**src/rtl/vec_add.sv**
```systemverilog
// Lane-wise signed fixed-point vector adder with per-lane overflow flags, 1-cycle latency.
// Define VEC_ADD_SAT_EN to saturate overflowing lanes; otherwise lanes wrap.
module vec_add #(
  parameter int unsigned ARR_WIDTH = 4,
  parameter int unsigned FXP_N     = 16
) (
  input  logic                                 clock,
  input  logic                                 reset,
  input  logic                                 in_valid,
  input  logic signed [ARR_WIDTH-1:0][FXP_N-1:0] in_1,
  input  logic signed [ARR_WIDTH-1:0][FXP_N-1:0] in_2,
  output logic                                 out_valid,
  output logic signed [ARR_WIDTH-1:0][FXP_N-1:0] sum_out,
  output logic        [ARR_WIDTH-1:0]          ovf
);

  localparam logic [FXP_N-1:0] MAX_POS = {1'b0, {(FXP_N-1){1'b1}}};
  localparam logic [FXP_N-1:0] MIN_NEG = {1'b1, {(FXP_N-1){1'b0}}};

  logic [ARR_WIDTH-1:0][FXP_N-1:0] raw_c;
  logic [ARR_WIDTH-1:0][FXP_N-1:0] sum_c;
  logic [ARR_WIDTH-1:0]            ovf_c;

  // Per-lane add; overflow when operand signs agree but the truncated sum's sign differs.
  always_comb begin
    raw_c = '0;
    sum_c = '0;
    ovf_c = '0;
    for (int unsigned i = 0; i < ARR_WIDTH; i++) begin
      raw_c[i] = in_1[i] + in_2[i];
      ovf_c[i] = (in_1[i][FXP_N-1] == in_2[i][FXP_N-1]) &&
                 (raw_c[i][FXP_N-1] != in_1[i][FXP_N-1]);
`ifdef VEC_ADD_SAT_EN
      sum_c[i] = ovf_c[i] ? (in_1[i][FXP_N-1] ? MIN_NEG : MAX_POS) : raw_c[i];
`else
      sum_c[i] = raw_c[i];
`endif
    end
  end

  // Result register: updates only on valid input, holds otherwise.
  always_ff @(posedge clock) begin
    if (reset) begin
      out_valid <= 1'b0;
      sum_out   <= '0;
      ovf       <= '0;
    end else begin
      out_valid <= in_valid;
      if (in_valid) begin
        sum_out <= sum_c;
        ovf     <= ovf_c;
      end
    end
  end

endmodule

```
**config.mk**
```make
export PLATFORM = sky130hd
export DESIGN_NAME = vec_add
export DESIGN_NICKNAME = d
export VERILOG_FILES = /design/src/rtl/vec_add.sv
export SDC_FILE = /design/constraint.sdc
export NUM_CORES = 1
export LEC_CHECK = 0
export ABC_AREA = 1
export CORE_UTILIZATION = 25
export CTS_BUF_LIST = sky130_fd_sc_hd__clkbuf_8
export DETAILED_ROUTE_END_ITERATION = 8
export DONT_BUFFER_PORTS = 1
export GPL_TIMING_DRIVEN = 0
export REMOVE_ABC_BUFFERS = 1
export SKIP_LAST_GASP = 1
export SYNTH_ARGS = -nofsm -noshare
export SYNTH_HDL_FRONTEND = slang
export SYNTH_SLANG_ARGS = --single-unit
```
**constraint.sdc**
```tcl
create_clock -name clock -period 2.05 [get_ports clock]
set_input_delay 0.41 -clock clock [delete_from_list [all_inputs] [get_ports clock]]
set_output_delay 0.41 -clock clock [all_outputs]
set_load 0.03 [all_outputs]
```
# Word level (Yosys, flattened, before mapping)
# Index checks and enable logic that the tools add are counted.
[word_totals]
register_bits = 69
inputBits = 131
output_inout_bits = 69
elab_cells = 22
[classes]
n_reduce_logical = 4
eq_ne = 8
add_sub_neg = 4
[op_table]
columns = ["cell", "n"]
rows = [
  ["adder 16 bit", 4],
  ["equality test 1 bit", 4],
  ["logical AND 1 bit", 4],
  ["!= test 1 bit", 4],
]

# Depth between registers and ports, before layout
[depth]
depth_word = 3
depth_mapped = 13
mapped_depth_nobuf = 13

# Worst setup path after synthesis
# Ideal clock, no wire load.
[synth_path]
kind = "input -> register"
startpoint = "input port in_1[48] (netlist name)"
endpoint = "register sum_out[56] (netlist name)"
required_time_ns = 1.937
path_slack_ns = 0.280
setup_ns = 0.113
arrival_time_ns = 1.657
cell_stages = 10
path_buffers = 0
path_cell_list = "ha_1 fa_1 nand2_1 nand3_1 and2_4 nand2_1 nand2_1 xor2_1 o21ai_1 inv_1"
[synth_between]
elab_chain_len = 1
[synth_lines]
columns = ["element", "line", "source"]
rows = [
  ["start: declaration", "10", "input logic signed [ARR_WIDTH-1:0][FXP_N-1:0] in_1,"],
  ["adder 16 bit", "30", "raw_c[i] = in_1[i] + in_2[i];"],
  ["end signal: assignment", "50", "sum_out <= sum_c;"],
  ["end: declaration", "13", "output logic signed [ARR_WIDTH-1:0][FXP_N-1:0] sum_out,"],
]
# Every way passes these cells.
# A chain may end at the register's enable or synchronous reset.

# Worst setup path in the final report
[layout_path]
startpoint = "input port in_1[32] (netlist name)"
endpoint = "register sum_out[42] (netlist name)"
# Same word-level chain as after synthesis.

==> metrics <==
outcome finished clean; most used standard cells in the synthesized netlist sky130_fd_sc_hd__nand2_1 (247), sky130_fd_sc_hd__nor2_1 (171), sky130_fd_sc_hd__inv_1 (141); cell-by-cell trace of the critical path ha_1 > fa_1 > nand2_1 > nand3_1 > nand3_1 > nand2_1 > nand2_1 > nand3_1 > nand2_1 > nand3_1 > nand2_1 > inv_1; worst-case hold path end point ovf[3]$_SDFFE_PP0P_; Die Y-Extent around 160 µm; die outline area 24,700 µm²; Worst R2R End sum_out[53]$_SDFFE_PP0P_; launch point of the worst hold path reset; element type at the critical path end register; peak per-stage delay on the critical path 0.43 ns; via count of the first global-routing pass 5,253; skew final 0 ns; data required time of the worst path 2.30 ns; post-synthesis cell type with the largest combined area sky130_fd_sc_hd__dfxtp_1; clock power share 31.8%; Leakage ~3.6 nW; Critical Path Fanout Max 3; Crit path arrival time 1.93 ns; worst slew pin tran slightly above 0.8 ns; distinct cell type count of the synthesized netlist 32; detailed-route wire length 17,200 µm; fraction of final layout cells sized beyond drive strength 1 7.10%; utilization of the core after routing 27.7%; CTS tree built; worst path buffer plus inverter count 1; sequential-to-total area share from yosys stat 23.0%; total setup violations reported at the end of the flow 0; Seq cells post-synth 69; biggest area contributors in the synthesized netlist sky130_fd_sc_hd__dfxtp_1 (23%), sky130_fd_sc_hd__nand2_1 (15%), sky130_fd_sc_hd__ha_1 (12%), sky130_fd_sc_hd__nor2_1 (11%), sky130_fd_sc_hd__inv_1 (8.8%); number of max-cap violations 0; sum of net half-perimeters after detailed placement 13,200 µm; # diodes 0; CP max stage cell sky130_fd_sc_hd__fa_1; number of nets still failing antenna checks after routing 0; sequential cell fraction of total power 40.6%; Core Rows 56; worst max-slew margin expressed relative to the limit between 40% and 50%; fraction of power spent switching nets 38.5%; number of warnings printed during yosys synthesis 0; Post-Layout Inst Area around 6500 µm²; net count reported at finish 1,162; fill cell count 2,688; IO Count 200; TNS Setup 0 ns; hold violation count in the final report 0; CTS Hold Bufs 0; total global routing overflow 0; number of remaining DRC errors 0; final worst path period need 1.68 ns; Yosys top cell area share 23.0%; worst-case register-to-register setup slack 1.09 ns; number of clock sinks 69; Post-Synthesis Mean Instance Area 6.14 µm²; post-place instance area 6290 µm²; floorplan core area between 20,000 and 25,000 µm²; # Post-CTS Setup Buffers 0; Reg2Reg Depth 4; type of the worst setup path input port to register; hold-critical path depth 1; initial cell density of the core 25.6%; clock latency reported for the late side of the worst-skew pair roughly 0.34 ns; proportion of power drawn by combinational gates 27.6%; top cell family by delay on the critical path simple AND/OR/NAND/NOR gates; cell mode on critical path sky130_fd_sc_hd__nand2_1; r2r startpoint sum_out[53]$_SDFFE_PP0P_; net switching power ~1.7 mW; number of enable-type register cells in the synthesized netlist 0; category of the worst setup path launch point input port; total routing resource utilization after global routing 14.0%; Tcrit/Tclk final approximately four fifths; first-pass GRT wire length approximately 27,000 µm; clock input transition at the sequential cells of the worst setup and hold paths 0.10 ns; buffers from clock root to sink, at most 2; final routed wire length divided by cell count 13.3 µm; cell total after placement 1,275; final weighted congestion in routability-driven placement 0.887; Inserted Clock Buffers 9; RSZ-0062 raised after global routing no; most common cell in the netlist sky130_fd_sc_hd__nand2_1; asr flop ratio synth 0%; stages on the worst setup path 12; number of vias per cell between 4 and 5; total number of H-tree levels 3; router iterations before antenna repair 5; Port Buffers 0; Hold/Removal Path Class input port to register; post-synthesis instance area 6020 µm²; count of vias placed by the detailed router 5,731; cts repair resizes 0; Die X-Extent between 150 and 200 µm; Fmax 595 MHz; VDD IR max 0.290 mV; total power density per cell area 686 nW/µm²; number of antenna violations at the first check in global routing 0; pin count of the biggest net entering global routing 100; Final Max Tran Viols 0; internal power 2.75 mW; Post-Synthesis Cells 979; Hold WS 0.137 ns; Layout Area Growth over Synthesis 8.59%; number of standard cells in the layout, taps in and fillers out approximately 1,300; number of DRC markers after the initial detailed-route iteration 282; Root Buffer Master sky130_fd_sc_hd__clkbuf_8; dominant register cell in the synthesized netlist sky130_fd_sc_hd__dfxtp_1
==> cell type report <==
class / instances / area [µm²] / share of cell area [%]
clock buffer: 9 / 124 / 1.90
inverter: 153 / 574 / 8.79
sequential: 69 / 1380 / 21.1
multi-input combinational: 734 / 3940 / 60.3
clock inverter: 7 / 115 / 1.76
tap: 319 / 399 / 6.11
==> worst register-to-register path, delay by kind of cell, from the launching register on <==
| family | cells | cell delay (ns) |
|---|---|---|
| simple gates | 2 | 0.17 |
| compound gates | 1 | 0.08 |
| flops | 1 | 0.60 |
| buf+inv | 1 | 0.07 |
==> worst max path at each step <==
stage | end | start
finish | sum_out[42]$_SDFFE_PP0P_ | in_1[32]
global route | sum_out[42]$_SDFFE_PP0P_ | in_1[32]
CTS | sum_out[42]$_SDFFE_PP0P_ | in_1[32]
detailed placement | sum_out[42]$_SDFFE_PP0P_ | in_1[32]
global placement | sum_out[49]$_SDFFE_PP0P_ | in_valid
floorplan | sum_out[56]$_SDFFE_PP0P_ | in_1[48]
==> state kept, by name (all words and copies together), names as in the netlist <==
| name | flops |
|---|---|
| sum_out | 64 |
| ovf | 4 |
| out_valid | 1 |
==> per-stage QoR <==
stage	power (mW)	worst slack (ns)
CTS	4.57	0.401
floorplan	2.81	0.274
global route	4.84	0.210
global placement	3.09	0.0295
detailed placement	3.10	0.00488
finish	4.48	0.370
==> cells by family (layout without fill, tap and decap cells) <==
| kind of cell | after synthesis | in the layout | synth area share (%) |
|---|---|---|---|
| XOR/XNOR | 30 | 30 | 4.37 |
| AO/OA/AOI/OAI | 103 | 103 | 10.0 |
| AND/OR/NAND/NOR | 537 | 537 | 37.3 |
| buffers and inverters | 176 | 169 | 11.6 |
| flip-flops | 69 | 69 | 23.0 |
| adder cells (fa/ha/maj) | 64 | 64 | 13.8 |
==> power by group through the flow <==
stage                     Sequential (mW)  Clock (mW)  Combinational, mW
after CTS                            1.82        1.49               1.26
final                                1.82        1.42               1.24
after global placement               1.85           0               1.24
after global routing                 1.84        1.55               1.46
after floorplan                      1.81           0              0.995
after detailed placement             1.86           0               1.25
==> cells in the final DEF (no fill, tap or decap), drive strengths merged <==
cell,instances
nor2,171
xor2,26
fa,4
a21oi,42
ha,60
bufinv,3
nand4,7
inv,154
a21o,2
o21a,4
nand2,262
clkinv,2
clkinvlp,1
dfxtp,69
nand3,78
o211ai,2
or2,7
o21bai,4
nor3,4
o22ai,3
clkbuf,9
xnor2,4
o21ai,46
and3,3
and2,5
==> layer usage <==
layer,part of all wire [%],global-route usage (%)
met1,47,18.2
met3,6.2,3.19
met4,0.82,2.82
met5,0,0
met2,46,23.5
Note: power is estimated with default switching activity, not from simulation.
